### src/rtl/addsub_pkg.sv
// ---------------------------------------------------------------------------
// addsub_pkg
// Shared constants and the FIFO entry layout for the add/subtract result
// capture stage.
//   ADDSUB_W : datapath width of the adder feeding the stage
//   ENTRY_W  : width of one buffered entry {o, c, data}
//   SAT_POS  : saturated value when the true result overflowed positive
//   SAT_NEG  : saturated value when the true result overflowed negative
// ---------------------------------------------------------------------------
package addsub_pkg;

   localparam int ADDSUB_W = 16;
   localparam int ENTRY_W  = ADDSUB_W + 2;

   localparam logic [ADDSUB_W-1:0] SAT_POS = 16'h7FFF;
   localparam logic [ADDSUB_W-1:0] SAT_NEG = 16'h8000;

   typedef struct packed {
      logic                o;
      logic                c;
      logic [ADDSUB_W-1:0] data;
   } entry_t;

endpackage

### src/rtl/addsub_fifo.sv
// ---------------------------------------------------------------------------
// addsub_fifo
// Parameterised synchronous FIFO. Storage is a plain array (no reset) so it
// can map to distributed/block RAM; the head is read combinationally from
// registered pointer state.
//   clk     : clock
//   rst_n   : synchronous active-low reset (pointers and count only)
//   i_push  : write wdata (ignored when full)
//   i_pop   : drop the head entry (ignored when empty)
//   i_wdata : entry to write
//   o_rdata : entry at the head pointer
//   o_count : occupancy, 0..DEPTH
// ---------------------------------------------------------------------------
module addsub_fifo
   import addsub_pkg::*;
#(
   parameter int W     = ENTRY_W,
   parameter int DEPTH = 4
) (
   input  logic                     clk,
   input  logic                     rst_n,
   input  logic                     i_push,
   input  logic                     i_pop,
   input  logic [W-1:0]             i_wdata,
   output logic [W-1:0]             o_rdata,
   output logic [$clog2(DEPTH):0]   o_count
);

   localparam int AW = $clog2(DEPTH);
   localparam int CW = AW + 1;

   logic [W-1:0]  r_mem [DEPTH];
   logic [AW-1:0] r_wr_ptr;
   logic [AW-1:0] r_rd_ptr;
   logic [CW-1:0] r_count;

   logic w_do_push;
   logic w_do_pop;

   assign w_do_push = i_push && (r_count != CW'(DEPTH));
   assign w_do_pop  = i_pop  && (r_count != '0);

   // DEPTH is a power of two, so pointers wrap naturally at AW bits.
   always_ff @(posedge clk) begin
      if (!rst_n) begin
         r_wr_ptr <= '0;
         r_rd_ptr <= '0;
         r_count  <= '0;
      end else begin
         if (w_do_push) r_wr_ptr <= r_wr_ptr + 1'b1;
         if (w_do_pop)  r_rd_ptr <= r_rd_ptr + 1'b1;
         case ({w_do_push, w_do_pop})
            2'b10:   r_count <= r_count + 1'b1;
            2'b01:   r_count <= r_count - 1'b1;
            default: r_count <= r_count;
         endcase
      end
   end

   always_ff @(posedge clk) begin
      if (w_do_push) r_mem[r_wr_ptr] <= i_wdata;
   end

   assign o_rdata = r_mem[r_rd_ptr];
   assign o_count = r_count;

endmodule

### src/rtl/addsub16_result_stage.sv
// ---------------------------------------------------------------------------
// addsub16_result_stage
// Registered capture stage behind the combinational 16-bit add/subtract
// unit. Buffers {O, C_out, SUM} in a FIFO under valid/ready, optionally
// saturates overflowed results, and tracks overflow events for software.
//   clk, rst_n          : clock, synchronous active-low reset
//   in_valid/in_ready   : upstream handshake
//   in_sum/in_c_out/in_o: adder SUM, raw carry, signed overflow
//   out_valid/out_ready : downstream handshake
//   out_data/out_c/out_o: head entry (out_o is always the raw flag)
//   count               : FIFO occupancy
//   ovf_cnt/ovf_sticky  : accepted-overflow counter (saturating) and flag
//   clr                 : clears ovf_cnt and ovf_sticky
// ---------------------------------------------------------------------------
module addsub16_result_stage
   import addsub_pkg::*;
#(
   parameter int WIDTH  = ADDSUB_W,
   parameter int DEPTH  = 4,
   parameter bit SAT_EN = 1'b0
) (
   input  logic                     clk,
   input  logic                     rst_n,
   input  logic                     in_valid,
   output logic                     in_ready,
   input  logic [WIDTH-1:0]         in_sum,
   input  logic                     in_c_out,
   input  logic                     in_o,
   output logic                     out_valid,
   input  logic                     out_ready,
   output logic [WIDTH-1:0]         out_data,
   output logic                     out_c,
   output logic                     out_o,
   output logic [$clog2(DEPTH):0]   count,
   output logic [15:0]              ovf_cnt,
   output logic                     ovf_sticky,
   input  logic                     clr
);

   localparam int CW = $clog2(DEPTH) + 1;

   logic          w_push;
   logic          w_pop;
   entry_t        w_wr_entry;
   entry_t        w_rd_entry;
   logic [CW-1:0] w_count;
   logic [15:0]   r_ovf_cnt;
   logic          r_ovf_sticky;

   assign in_ready  = (w_count < CW'(DEPTH));
   assign out_valid = (w_count != '0);
   assign w_push    = in_valid && in_ready;
   assign w_pop     = out_valid && out_ready;

   // On overflow the sign bit of SUM is wrong, so SUM[15]=1 means the true
   // result was positive.
   always_comb begin
      w_wr_entry   = '0;
      w_wr_entry.o = in_o;
      w_wr_entry.c = in_c_out;
      if (SAT_EN && in_o)
         w_wr_entry.data = in_sum[WIDTH-1] ? SAT_POS : SAT_NEG;
      else
         w_wr_entry.data = in_sum;
   end

   addsub_fifo #(
      .W     (ENTRY_W),
      .DEPTH (DEPTH)
   ) u_fifo (
      .clk     (clk),
      .rst_n   (rst_n),
      .i_push  (w_push),
      .i_pop   (w_pop),
      .i_wdata (w_wr_entry),
      .o_rdata (w_rd_entry),
      .o_count (w_count)
   );

   // Clear takes effect first, so clear plus a counted push leaves 1.
   always_ff @(posedge clk) begin
      if (!rst_n) begin
         r_ovf_cnt    <= '0;
         r_ovf_sticky <= 1'b0;
      end else if (w_push && in_o) begin
         r_ovf_sticky <= 1'b1;
         if (clr)
            r_ovf_cnt <= 16'd1;
         else if (r_ovf_cnt != 16'hFFFF)
            r_ovf_cnt <= r_ovf_cnt + 16'd1;
      end else if (clr) begin
         r_ovf_cnt    <= '0;
         r_ovf_sticky <= 1'b0;
      end
   end

   // Storage is not reset; zero the head while empty so outputs read 0
   // after reset.
   assign out_data   = out_valid ? w_rd_entry.data : '0;
   assign out_c      = out_valid ? w_rd_entry.c    : 1'b0;
   assign out_o      = out_valid ? w_rd_entry.o    : 1'b0;
   assign count      = w_count;
   assign ovf_cnt    = r_ovf_cnt;
   assign ovf_sticky = r_ovf_sticky;

endmodule

### config.mk
export PLATFORM = sky130hd
export DESIGN_NAME = addsub16_result_stage
export DESIGN_NICKNAME = d
export VERILOG_FILES = /design/src/rtl/addsub_pkg.sv /design/src/rtl/addsub_fifo.sv /design/src/rtl/addsub16_result_stage.sv
export SDC_FILE = /design/constraint.sdc
export NUM_CORES = 1
export LEC_CHECK = 0
export BUFFER_PORTS_ARGS = -buffer_cell sky130_fd_sc_hd__buf_2
export CORE_ASPECT_RATIO = 0.9
export CORE_MARGIN = 1
export CORE_UTILIZATION = 60
export CTS_CLUSTER_SIZE = 12
export DETAILED_ROUTE_END_ITERATION = 7
export PLACE_DENSITY = 0.88
export SLEW_MARGIN = 20
export SYNTH_ARGS = -nofsm -noshare
export SYNTH_HDL_FRONTEND = slang
export SYNTH_SLANG_ARGS = --single-unit
### constraint.sdc
create_clock -name clk -period 3.5 [get_ports clk]
set_input_delay 0.175 -clock clk [delete_from_list [all_inputs] [get_ports clk]]
set_output_delay 0.175 -clock clk [all_outputs]
set_load 0.01 [all_outputs]
# After elaboration in Yosys (flattened, before gate mapping)
# Memory sizes are Yosys's and may differ from the RTL's. A register that Yosys moved wholly into a read port is not among the register bits.
# Cells that the tools add are included.
# totals
ff_bits,24
mem_bits_rw,72
input_bits,23
elab_cells,40
memories,1
# mem_list
name,words,word_bits,read_ports,rd_clocked_by_memory_dff,wr,line,rtl
u_fifo.r_mem,4,18,1,1,1,addsub_fifo.sv:32,logic [W-1:0] r_mem [DEPTH];
# op_classes
n_addsub,5
n_lt_le_gt_ge,1
eq_ne,4
muxes,14
n_reduce_logical,10
# ops
op,count
16-bit 2-to-1 mux,5
16-bit by 1-bit adder with 16-bit output (second input constant),1
16-bit inequality test (second input constant),1
1-bit 2-to-1 mux,6
3-bit case mux with 2 select lines,1
2-bit nonzero test,3
1-bit logical AND,5
2-bit by 1-bit adder with 2-bit output (second input constant),2
2-bit 2-to-1 mux,2
3-bit by 1-bit adder with 3-bit output (second input constant),1
3-bit less-than comparator (second input constant),1
3-bit inequality test (second input constant),1
3-bit nonzero test,1
3-bit by 1-bit subtractor with 3-bit output (second input constant),1
2-bit by 1-bit == test with 1-bit output (second input constant),1
2-bit == test (second input constant),1
2-bit AND reduction,1

# Depth between registers and ports, before layout
# logic_depth
word_depth,5
depth_mapped,9

# Hierarchy
# From an unflattened synthesis, not the netlist that was laid out.
# unflattened
cells_unflattened,276
area_unflattened_um2,4176.5
# modules_own_cells
mod,n_inst,cells_each,area_per_inst_um2,seq_area_each_um2
addsub_fifo,1,144,3124.2,2342.2
addsub16_result_stage,1,132,1052.3,340.3

# Least setup slack after synthesis
# Ideal clock, no wire load.
# synth_timing
path_type,flip-flop to flip-flop
startpoint,"register u_fifo.r_count[2], in the netlist u_fifo.o_count[2]"
endpoint,"register u_fifo.r_count[2], in the netlist u_fifo.o_count[2]"
setup_time_ns,0.070
t_arrival_ns,1.902
required_ns,3.430
path_slack_ns,1.529
stages_incl_launch_ff,9
path_buffers,0
period_less_slack_ns,1.971
path_cell_list,dfxtp_1 or3_1 and2_1 ha_1 inv_1 fa_1 xor2_1 or3_1 a21oi_1
# synth_between
elab_chain_len,5
elab_cells_between_ends,13
cone_classes,2 x add/sub; 1 x order compare; 3 x eq/ne; 1 x mux; 6 x reduce/logical
# synth_rtl
element,line,rtl
start: declaration,addsub_fifo.sv:35,logic [CW-1:0] r_count;
start signal: assignment,addsub_fifo.sv:53,2'b10: r_count <= r_count + 1'b1;
start signal: assignment,addsub_fifo.sv:54,2'b01: r_count <= r_count - 1'b1;
start signal: assignment,addsub_fifo.sv:55,default: r_count <= r_count;
3-bit nonzero test *,"addsub_fifo.sv:41, addsub16_result_stage.sv:51",
1-bit logical AND,addsub16_result_stage.sv:53,assign w_pop = out_valid && out_ready;
1-bit logical AND *,addsub_fifo.sv:41,assign w_do_pop = i_pop && (r_count != '0);
net u_fifo.w_do_pop,addsub_fifo.sv:38,logic w_do_pop;
2-bit by 1-bit == test with 1-bit output or 2-bit == test (tied branches),addsub_fifo.sv:52,"case ({w_do_push, w_do_pop})"
3-bit case mux with 2 select lines or 2-bit nonzero test (tied branches),n/a,
# The timed path passes the listed nets; every way through them passes the cells marked *.
# A chain may end at the register's enable or synchronous reset.

# Final worst setup path
# Same ends and word-level chain as after synthesis.

==> flow_summary.ini <==
[place]
dpl.cell_count = 426
post_dp_cell_area_sq_mm = 0.00455
gp_congestion = 0.902
place_ws_ns = 0.970
hpwl_microns = 5390
io_buffers = 62

[setup_path]
crit_arrival_ns = 2.79
ff2ff_setup_slack_ns = 0.99
cpMostUsedCell = or3_1
endpoint_kind = register
r2r-start = u_fifo.o_count[2]
cp_slowest_stage_delay_ns = 0.53
cp_max_fo = 21
critPathLaunchType = register
crit_path_top_delay_cell = or3_1
r2r-end = u_fifo.o_count[2]
path_class = reg -> reg
r2r_cells = 8
critPathRequiredTime_ns = 3.77
crit_chain = or3_1 > and2_1 > ha_1 > inv_1 > fa_1 > xor2_1 > or3_1 > a21oi_1

[global_routing]
antenna_found_initial = 0
overflow = 0
grt_max_degree = 22
grt_first_pass_wirelength_microns = 12500
grt_pass1_vias = 2524
grt_usage_pct = 23.0

[clocking]
cts-root-buf = clkbuf_8
holdBufCountCts = 0
numCtsBuffers = 9
postCtsSetupRepairBufs = 0
ctsResizeCount = 0
clk_pin_slew_worst_paths_ns = 0.09
clockBufferDepth = 2
clock_latency_ns = 0.35
cts_tree = done
htreeDepth = 3
clock-sinks = 98

[pwr]
max-vdd-ir-drop_mv = 0.410
powerDensity_mw_per_mm2 = 643
p_leak_nw = 1.74
power_mw = 3.04

[yosys]
synth_seq_cells = 98
synth.net_count = 317
ys_seq_area_share_pct = 64.2
syn_avg_cell_area_sq_um = 14.6
synth.distinct_cells = 51
yosysMostFrequentCell = edfxtp_1
synth_flop_cell = edfxtp_1
synth_top_area_share_pct = 51.7
synth-edff-count = 72
async_flop_share_pct = 0
synthCells = 287
synth_common_cells = 72 x edfxtp_1, 26 x dfxtp_1, 24 x and2_1
synth_area_leaders = edfxtp_1 52%, dfxtp_1 12%, mux4_2 9.7%
yosys_warnings = 0
yosys.area.top_type = edfxtp_1
synthesis.area_sq_mm = 0.00418

[sta]
tightest_slew_ns = 0.968
drv_slew = 0
fin_skew_ns = 0.0123
setup_slack_ns = 0.986
hold_ws_ns = 0.0333
grt_setup_unrepaired = false
setup-tns-final_ns = 0
fin_crit_ns = 2.51
hold_viol_final = 0
setup_viol = 0
finalCritPeriodShare_pct = 71.8
max_slew_margin_pct = 35.4
fmax_mhz = 398

[hold_path]
min_to = u_fifo.r_mem[0][5]
hold_start = in_sum[5]
hp-class = in -> reg
hold_depth = 1

[floorplan]
dieArea_sq_mm = 0.00731
die_h_microns = 81.2
start_util_pct = 62.8
ioPinCount = 63
rows = 28
core_sq_mm = 0.00666
die_w_microns = 90.0

[final_layout]
antenna-diode-count = 0
drive_gt1_share_pct = 29.5
multi_input_area_sq_mm = 0.00139
nFillCells = 452
nNetsFinal = 377
final_area_sq_mm = 0.00473
utilization_pct = 71.1
area_growth_pct = 13.2
seqCellArea_sq_mm = 0.00268
fin_cells = 442

[detailed_routing]
drt-vias-per-instance = 5.90
vias = 2609
routedWlPerCell_microns = 17.8
postRouteWirelength_microns = 7860
route.detailed.drc = 0
drtIter0Drc = 150
detail-route-antenna-nets = 0
firstDrtPassIters = 4

[run]
drv_cap = 0

[outcome]
status = finished, final reports clean
-- cells in the final DEF (no fill, tap or decap), types with 4 or more instances in the layout --
cell,synthesis,final
dfxtp_1,26,26
nand4_1,7,7
nand3_1,4,4
mux4_2,18,18
a21oi_1,13,13
nand2_1,11,11
clkbuf_8,0,9
ha_1,6,6
nor2_1,16,16
xor2_1,4,4
o21ai_0,6,6
edfxtp_1,72,72
and2_1,24,24
inv_1,11,11
buf_2,2,62
a31oi_1,6,6
nor3_1,4,4
-- state kept, by name, summed over array words and instances, names as in the netlist, named ones only --
name             count
ovf_cnt             16
u_fifo.r_mem        72
u_fifo.o_count       3
u_fifo.r_rd_ptr      2
u_fifo.r_wr_ptr      2
ovf_sticky           1
-- layer usage --
layer / share of wire, % / track usage (%)
met1: 41 / 28.8
met2: 52 / 39.9
met3: 5.5 / 4.40
met4: 1.3 / 10.6
met5: 0 / 0
-- worst max path at each step --
stage / slack, ns / end / start / cells past startpoint
finish: 0.99 / u_fifo.o_count[2] / u_fifo.o_count[2] / 8
global route: 0.77 / u_fifo.o_count[2] / u_fifo.o_count[2] / 8
CTS: 0.95 / u_fifo.o_count[2] / u_fifo.o_count[2] / 8
detailed placement: 0.97 / u_fifo.o_count[2] / u_fifo.o_count[2] / 8
global placement: 1.06 / u_fifo.o_count[2] / u_fifo.o_count[2] / 8
floorplan: 1.53 / u_fifo.o_count[2] / u_fifo.o_count[2] / 8
-- layout make-up --
| class | count | share of cell area [%] |
|---|---|---|
| sequential | 98 | 56.7 |
| multi-input combinational | 163 | 29.3 |
| timing repair buffer | 64 | 6.87 |
| clock buffer | 12 | 2.85 |
| tap | 90 | 2.38 |
| clock inverter | 4 | 1.08 |
| inverter | 11 | 0.872 |
-- worst max-delay path: cells and delay by family, from the launching register on --
kind,cells,cell delay (ns)
flip-flops,1,0.42
buffers and inverters,1,0.06
adder cells (fa/ha/maj),2,0.56
AND/OR/NAND/NOR,3,1.08
XOR/XNOR,1,0.16
AO/OA/AOI/OAI,1,0.15
-- where the power goes --
group	internal (mW)	switching [mW]	leakage (nW)
sequential	1.39	0.0893	0.871
clock	0.333	0.364	0.0926
combinational	0.423	0.445	0.779
-- kinds of logic after synthesis --
family	synth area share, %
AOI/OAI and AO/OA	5.51
xor gates and xnor gates	1.47
adders and majority gates	2.27
buffers and inverters	2.69
DFF	64.2
muxes	9.96
and+or+nand+nor	13.9
Note: power is estimated with default switching activity, not from simulation.
